<file path="config.mk">
export PLATFORM = sky130hd
export DESIGN_NAME = reg_block_xfer
export DESIGN_NICKNAME = d
export VERILOG_FILES = /design/src/rtl/reg_block_xfer.sv
export SDC_FILE = /design/constraint.sdc
export NUM_CORES = 1
export LEC_CHECK = 0
export ABC_AREA = 0
export CAP_MARGIN = 20
export CORE_MARGIN = 1
export CORE_UTILIZATION = 49
export DETAILED_ROUTE_END_ITERATION = 12
export PLACE_DENSITY_LB_ADDON = 0.1
export REMOVE_ABC_BUFFERS = 1
export SETUP_SLACK_MARGIN = 0.05
export SLEW_MARGIN = 20
export SYNTH_ARGS = -nofsm -noshare
export SYNTH_HDL_FRONTEND = slang
export SYNTH_SLANG_ARGS = --single-unit
</file>
<file path="constraint.sdc">
create_clock -name clk -period 3.8 [get_ports clk]
set_input_delay 1.14 -clock clk [delete_from_list [all_inputs] [get_ports clk]]
set_output_delay 1.14 -clock clk [all_outputs]
set_load 0.02 [all_outputs]
</file>
<file path="src/rtl/reg_block_xfer.sv">
// Multi-register transfer sequencer: walks a register mask and moves one register per memory beat.
// Optional abort support is enabled with `define REG_XFER_ABORT_EN.
module reg_block_xfer #(
  parameter int SEL_WIDTH   = 8,
  parameter int COUNT_WIDTH = 8,
  parameter int MASK_WIDTH  = 16
) (
  input  logic                   clk,
  input  logic                   rst_n,
  input  logic                   start,
  input  logic                   dir,
  input  logic [MASK_WIDTH-1:0]  mask,
  input  logic [SEL_WIDTH-1:0]   base_sel,
  output logic                   busy,
  output logic                   done,
  output logic                   mem_req,
  output logic                   mem_we,
  input  logic                   mem_ack,
  output logic                   oe_a,
  output logic [SEL_WIDTH-1:0]   sel_a,
  output logic                   oe_b,
  output logic [SEL_WIDTH-1:0]   sel_b,
  output logic [COUNT_WIDTH-1:0] count_a,
  output logic [COUNT_WIDTH-1:0] count_b,
  output logic                   ld,
  output logic [SEL_WIDTH-1:0]   sel_in
`ifdef REG_XFER_ABORT_EN
  ,
  input  logic                   abort,
  output logic                   aborted
`endif
);

  typedef enum logic [1:0] {IDLE, XFER, DONE} state_t;

  state_t                state, next_state;
  logic                  dir_q;
  logic [SEL_WIDTH-1:0]  base_q;
  logic [MASK_WIDTH-1:0] mask_q;
  logic [MASK_WIDTH-1:0] start_mask;
  logic [MASK_WIDTH-1:0] cur_bit;
  logic [MASK_WIDTH-1:0] mask_left;
  logic [SEL_WIDTH-1:0]  cur;
  logic                  abort_now;
  logic                  beat_done;

`ifdef REG_XFER_ABORT_EN
  logic aborted_q;
  assign abort_now = abort && (state == XFER);
  assign aborted   = aborted_q;
`else
  assign abort_now = 1'b0;
`endif

  assign beat_done = (state == XFER) && mem_ack && !abort_now;
  assign cur_bit   = mask_q & (~mask_q + MASK_WIDTH'(1));
  assign mask_left = mask_q & ~cur_bit;
  assign count_a   = '0;

  // The base register supplies the address, so it is never itself transferred.
  always_comb begin
    start_mask = mask;
    for (int i = 0; i < MASK_WIDTH; i++) begin
      if (SEL_WIDTH'(i) == base_sel) start_mask[i] = 1'b0;
    end
  end

  always_comb begin
    cur = '0;
    for (int i = MASK_WIDTH - 1; i >= 0; i--) begin
      if (mask_q[i]) cur = SEL_WIDTH'(i);
    end
  end

  always_ff @(posedge clk or negedge rst_n) begin
    if (!rst_n) state <= IDLE;
    else        state <= next_state;
  end

  always_ff @(posedge clk or negedge rst_n) begin
    if (!rst_n) begin
      dir_q  <= 1'b0;
      base_q <= '0;
      mask_q <= '0;
    end else if (state == IDLE && start) begin
      dir_q  <= dir;
      base_q <= base_sel;
      mask_q <= start_mask;
    end else if (beat_done) begin
      mask_q <= mask_left;
    end
  end

`ifdef REG_XFER_ABORT_EN
  always_ff @(posedge clk or negedge rst_n) begin
    if (!rst_n) aborted_q <= 1'b0;
    else        aborted_q <= abort_now;
  end
`endif

  always_comb begin
    next_state = state;
    case (state)
      IDLE: if (start) next_state = (start_mask != '0) ? XFER : DONE;
      XFER: begin
        if (abort_now)                         next_state = IDLE;
        else if (mem_ack && mask_left == '0)   next_state = DONE;
      end
      DONE:    next_state = IDLE;
      default: next_state = IDLE;
    endcase
  end

  // Only ld and count_b see mem_ack; the request side decodes from registered state.
  always_comb begin
    busy    = (state != IDLE);
    done    = (state == DONE);
    mem_req = 1'b0;
    mem_we  = 1'b0;
    oe_a    = 1'b0;
    sel_a   = '0;
    oe_b    = 1'b0;
    sel_b   = '0;
    count_b = '0;
    ld      = 1'b0;
    sel_in  = '0;
    if (state == XFER) begin
      mem_req = 1'b1;
      mem_we  = ~dir_q;
      oe_b    = 1'b1;
      sel_b   = base_q;
      count_b = beat_done ? COUNT_WIDTH'(1) : '0;
      if (dir_q) begin
        sel_in = cur;
        ld     = beat_done;
      end else begin
        oe_a  = 1'b1;
        sel_a = cur;
      end
    end
  end

endmodule

</file>
==> impl_metrics.env, run 1 <==
export IMPL_die_w_um=67.42
export IMPL_p_leak_nw=1.071
export IMPL_multi_input_area_um2=1242
export IMPL_setup_viol=0
export IMPL_cts_hold_fix_buffers=0
export IMPL_cap_violations=0
export IMPL_period_share=0.9462
export IMPL_core_um2=4058
export IMPL_hold_path_cell_count=2
export IMPL_worst_pin_slew_ns=0.5472
export IMPL_rsz0062_at_grt="false"
export IMPL_slew_violations=0
export IMPL_synthTopCellsByArea="dfrtp_1, buf_4, nand2_1, o21ai_0, o311ai_0"
export IMPL_grt_max_degree=28
export IMPL_cts_buffers=3
export IMPL_synth_edff_count=0
export IMPL_cts_setup_buffers=0
export IMPL_io_buffers=52
export IMPL_io_pins=76
export IMPL_finalSetupTns_ns=0
export IMPL_synth_common_cells="nand2_1, o21ai_0, dfrtp_1"
export IMPL_start_util=0.5168
export IMPL_rows=23
export IMPL_r2r_end="state[1]$_DFFE_PN0P_"
export IMPL_status="finished, final reports clean"
export IMPL_reg2reg_slack_ns=1.55
export IMPL_drc=0
export IMPL_peakVddDrop_mv=0.4028
export IMPL_cts_buffer_depth=2
export IMPL_hp_class="register to register"
export IMPL_yosysWarnings=0
export IMPL_avgRoutedWirePerCell_um=13.99
export IMPL_syn_avg_cell_area_um2=8.224
export IMPL_async_flop_share=1.000
export IMPL_cts_resized=0
export IMPL_critPathMaxFanout=3
export IMPL_syn_inst=255
export IMPL_gp_congestion=0.7861
export IMPL_skew_ns=0.004939
export IMPL_grt_pass1_wl_um=8010
export IMPL_worstPathArrival_ns=2.46
export IMPL_worstHoldStart="base_q[6]$_DFFE_PN0P_"
export IMPL_ys_ff_latch=27
export IMPL_yosysTopAreaCell="dfrtp_1"
export IMPL_fmax_ghz=0.2781
export IMPL_antenna_found_initial=0
export IMPL_avgViaCountPerCell=5.481
export IMPL_grt_pass1_vias=1712
export IMPL_gr_total_overflow=0
export IMPL_clk_latency_ns=0.27
export IMPL_place_hpwl_um=3728
export IMPL_p_per_area_nw_per_um2=780.0
export IMPL_fillers=352
export IMPL_cts_tree="done"
export IMPL_timing_slew_headroom=0.6341
export IMPL_cts_clk_slew_worst_paths_ns=0.09
export IMPL_yosysTopAreaCellShare=0.3222
export IMPL_firstDrtPassIters=4
export IMPL_min_to="base_q[6]$_DFFE_PN0P_"
export IMPL_seqCellArea_um2=675.6
export IMPL_power_mw=2.027
export IMPL_via_count=1924
export IMPL_htreeDepth=1
export IMPL_die_h_um=67.42
export IMPL_critPathRequiredTime_ns=2.66
export IMPL_die_area_um2=4545
export IMPL_finalCriticalPeriod_ns=3.595
export IMPL_reg2regPathDepth=6
export IMPL_syn_cell_area_um2=2097
export IMPL_crit_type="input port to primary output"
export IMPL_synth_flop_cell="dfrtp_1"
export IMPL_netlist_cell_type_count=47
export IMPL_antenna_cells=0
export IMPL_finalHoldViolCount=0
export IMPL_crit_path_end_kind="primary output"
export IMPL_cts_root_buf="clkbuf_8"
export IMPL_routed_wl_um=4911
export IMPL_cts_sinks=27
export IMPL_fin_nets=331
export IMPL_syn2layout_area_growth_pct=23.93
export IMPL_drt_iter0_drc=89
export IMPL_synth_most_common_cell="nand2_1"
export IMPL_grtUsageTotal=0.2327
export IMPL_startpoint_type="input port"
export IMPL_drive_above_1_share=0.07973
export IMPL_reg2reg_from="mask_q[8]$_DFFE_PN0P_"
export IMPL_ys_seq_area_frac=0.3222
export IMPL_ant_nets=0
[layer usage]
layer / track usage / vias to the layer above / wire length [um]
met5: 0 / - / 0
met3: 0.02196 / 4 / 171
met1: 0.3232 / 892 / 2337
li1: - / 968 / -
met4: 0.04787 / 0 / 37
met2: 0.3913 / 60 / 2364
[stage by stage]
step	hold WS (ns)	setup WS (ns)	cell area (um2)	util	cells
after detailed placement	0.4594	0.1996	2554	0.6294	347
after floorplan	0.4374	0.9312	1936	-	241
after global placement	0.4524	0.2062	2554	0.6294	347
final	0.4797	0.2046	2599	0.6405	351
after CTS	0.4818	0.1937	2599	0.6405	351
after global routing	0.5080	0.1236	2599	0.6405	351
[flip-flops by register name (all words and copies together) (netlist names)]
name / cells
state: 2
mask_q: 16
dir_q: 1
base_q: 8
[layout by cell type, fill, tap and decap left out, types with 2 or more instances in the layout]
cell,n
a2111oi_0,2
a21oi_1,6
and2_1,8
buf_4,4
clkbuf_8,3
clkdlybuf4s50_1,52
conb_1,23
dfrtp_1,27
inv_1,6
mux2_2,4
mux2i_1,2
nand2_1,45
nand2b_1,3
nand3_1,7
nand3b_1,4
nor2_1,17
nor2b_1,3
nor3_1,2
nor4_2,2
nor4_4,2
o211ai_1,7
o21ai_0,28
o21bai_1,2
o22a_1,2
o22ai_1,3
o311ai_0,8
o31ai_1,2
o32a_1,4
o41ai_1,2
or3_2,2
or4_1,2
[cell families (layout without fill, tap and decap cells)]
logic type | Yosys count | after routing | synth area share
flip-flops | 27 | 27 | 0.3222
adder cells (fa/ha/maj) | 2 | 2 | 0.01014
AND/OR/NAND/NOR | 105 | 105 | 0.2637
AO/OA/AOI/OAI | 72 | 72 | 0.2440
other | 1 | 23 | 0.001788
multiplexers | 6 | 6 | 0.03103
buffers and inverters | 42 | 66 | 0.1271
[worst max-delay path, stage by stage]
cell and delay (ns):
clkdlybuf4s50_1 0.50, nand2_1 0.08, inv_1 0.12, clkdlybuf4s50_1 0.61
[report_power, final]
| part | leakage (nW) | internal [mW] | switching, mW |
|---|---|---|---|
| Combinational | 0.705 | 0.588 | 0.683 |
| Clock | 0.0228 | 0.0750 | 0.0861 |
| Sequential | 0.344 | 0.411 | 0.185 |
[layout make-up]
type | instances | area share
Clock buffer | 4 | 0.01733
Sequential cell | 27 | 0.2600
Timing Repair Buffer | 56 | 0.2118
Inverter | 6 | 0.008666
Tap cell | 50 | 0.02407
Multi-Input combinational cell | 208 | 0.4781
[worst max path at each step]
stage / depth (start not counted) / to / start / slack [ns]
floorplan: 3 / mask_q[0]$_DFFE_PN0P_ / start / 0.93
global placement: 4 / count_b[0] / mem_ack / 0.21
detailed placement: 4 / count_b[0] / mem_ack / 0.20
CTS: 4 / count_b[0] / mem_ack / 0.19
global route: 7 / sel_in[0] / mask_q[15]$_DFFE_PN0P_ / 0.12
finish: 4 / count_b[0] / mem_ack / 0.20
Power figures use the tool's default switching activity.
==> run 2, diff against run 1 <==
--- a/config.mk
+++ b/config.mk
@@ -10,7 +10,7 @@
 export CORE_MARGIN = 1
 export CORE_UTILIZATION = 49
 export DETAILED_ROUTE_END_ITERATION = 12
-export PLACE_DENSITY_LB_ADDON = 0.1
+export PLACE_DENSITY = 0.87
 export REMOVE_ABC_BUFFERS = 1
 export SETUP_SLACK_MARGIN = 0.05
 export SLEW_MARGIN = 20
==> run 2 against run 1 <==
Compared with the run above:
- clock skew fell by 0.0022 ns
- core utilization rose by 0.19 points
- critical path depth did not move
- routed wire length fell by 3.7%
- sequential share of layout area fell by 0.075 points
- final area rose by 0.29%
- non-clock buffer count rose by 1
- hold slack got worse by 0.0071 ns
- register-to-register slack barely moved
- clock power barely moved
- combinational power barely moved
==> impl_metrics.env, run 2 (synthesis results as in run 1) <==
export IMPL_drive_above_1_share=0.08278
export IMPL_final_cell_area_um2=2606
export IMPL_peakVddDrop_mv=0.3970
export IMPL_grtUsageTotal=0.2287
export IMPL_critPathMostFrequentCell="clkdlybuf4s50_1"
export IMPL_antenna_cells=0
export IMPL_power_frac_seq=0.292
export IMPL_cts_tree="done"
export IMPL_pwr_share_clk=0.079
export IMPL_grt_pass1_wl_um=7914
export IMPL_place_area_um2=2561
export IMPL_slew_violations=0
export IMPL_finalHoldViolCount=0
export IMPL_htreeDepth=1
export IMPL_fmax_ghz=0.2770
export IMPL_setup_viol=0
export IMPL_setup_ws_ns=0.1897
export IMPL_cap_violations=0
export IMPL_skew_ns=0.002787
export IMPL_cts_root_buf="clkbuf_8"
export IMPL_p_per_area_nw_per_um2=780.8
export IMPL_status="finished, final reports clean"
export IMPL_io_pins=76
export IMPL_finalSetupTns_ns=0
export IMPL_place_hpwl_um=3657
export IMPL_finalCriticalPeriod_ns=3.610
export IMPL_grt_pass1_vias=1732
export IMPL_routed_wl_um=4729
export IMPL_largest_reg_flops=16
export IMPL_crit_buf_inv=3
export IMPL_layout_cells_non_filler=352
export IMPL_rows=23
export IMPL_via_count=1960
export IMPL_cts_buffer_depth=2
export IMPL_fillers=339
export IMPL_worstHoldStart="base_q[6]$_DFFE_PN0P_"
export IMPL_start_util=0.5168
export IMPL_drc=0
export IMPL_cts_sinks=27
export IMPL_pre_cts_slack_ns=0.2038
export IMPL_startpoint_type="input port"
export IMPL_die_h_um=67.42
export IMPL_clk_latency_ns=0.27
export IMPL_die_w_um=67.42
export IMPL_critPathMaxFanout=3
export IMPL_slowest_stage="clkdlybuf4s50_1"
export IMPL_hp_class="register to register"
export IMPL_cts_clk_slew_worst_paths_ns=0.09
export IMPL_avgRoutedWirePerCell_um=13.43
export IMPL_cts_buffers=3
export IMPL_slowest_delay_ns=0.61
export IMPL_crit_path_end_kind="primary output"
export IMPL_swShare=0.4721
export IMPL_cts_setup_buffers=0
export IMPL_rsz0062_at_grt="false"
export IMPL_core_um2=4058
export IMPL_gp_congestion=0.9277
export IMPL_io_buffers=52
export IMPL_crit_type="input port to primary output"
export IMPL_syn2layout_area_growth_pct=24.28
export IMPL_antenna_found_initial=0
export IMPL_final_cell_mix="clkdlybuf4s50_1, nand2_1, o21ai_0, dfrtp_1, conb_1"
export IMPL_critPathRequiredTime_ns=2.66
export IMPL_firstDrtPassIters=4
export IMPL_period_share=0.9501
export IMPL_drt_iter0_drc=102
export IMPL_layout_commonest_cell="clkdlybuf4s50_1"
export IMPL_worstPathArrival_ns=2.47
export IMPL_dp_cells=348
export IMPL_die_area_um2=4545
export IMPL_cts_hold_fix_buffers=0
export IMPL_setup_worst_path_start="mem_ack"
export IMPL_reg2reg_from="mask_q[8]$_DFFE_PN0P_"
export IMPL_avgViaCountPerCell=5.568
export IMPL_gr_total_overflow=0
export IMPL_fin_nets=332
export IMPL_reg_largest_list="mask_q (16), base_q (8), state (2)"
export IMPL_ant_nets=0
export IMPL_p_sw_mw=0.9608
export IMPL_grt_max_degree=29
export IMPL_p_int_mw=1.074
export IMPL_critPathTopFamily="buffers and inverters"
export IMPL_crit_path_cell_trace="clkdlybuf4s50_1 -> nand2_1 -> inv_1 -> clkdlybuf4s50_1"
export IMPL_p_leak_nw=1.076
export IMPL_power_frac_comb=0.629
export IMPL_cts_resized=0
export IMPL_top_register="mask_q"
[run 2: metrics by stage]
stage,hold WS (ns),utilization,power (mW)
2_1_floorplan,0.4374,-,1.383
3_3_place_gp,0.4512,0.6312,1.836
3_5_place_dp,0.4546,0.6312,1.879
4_1_cts,0.4769,0.6423,2.044
5_1_grt,0.5001,0.6423,2.198
6_report,0.4726,0.6423,2.035
[run 2: layout make-up]
type	instances	area [um2]	area share
multi-input cells	208	1242	0.4767
inverters	6	22.52	0.008641
clock buffers	4	45.04	0.01728
well taps	50	62.56	0.02400
repair buffers	57	558.0	0.2141
flip-flops and latches	27	675.6	0.2592
[run 2: per-layer routing]
layer | up-vias | track usage | share of wire
li1 | 973 | - | -
met1 | 900 | 0.3259 | 0.45
met2 | 83 | 0.3638 | 0.47
met3 | 4 | 0.03041 | 0.069
met4 | 0 | 0.05851 | 0.0072
met5 | - | 0 | 0
[run 2: power groups by stage]
stage | clock, mW | sequential, mW | combinational (mW)
floorplan | 0 | 0.552 | 0.832
global placement | 0 | 0.588 | 1.25
CTS | 0.163 | 0.593 | 1.29
detailed placement | 0 | 0.598 | 1.28
finish | 0.161 | 0.594 | 1.28
global route | 0.178 | 0.621 | 1.40
[run 2: worst paths after layout]
kind | end | cells after the start | slack (ns)
setup / recovery | count_b[0] | 4 | 0.19
hold / removal | base_q[6]$_DFFE_PN0P_ | 2 | 0.47
setup reg to reg | state[0]$_DFFE_PN0P_ | 6 | 1.54
hold reg to reg | base_q[6]$_DFFE_PN0P_ | 2 | 0.47
max in group asynchronous | base_q[7]$_DFFE_PN0P_ | 2 | 2.31
min in group asynchronous | base_q[3]$_DFFE_PN0P_ | 2 | 1.23
[run 2: tightest hold or removal path: stages, from the launching register on]
cell and delay, ns:
dfrtp_1 0.34, nand2_1 0.05, nand2_1 0.05
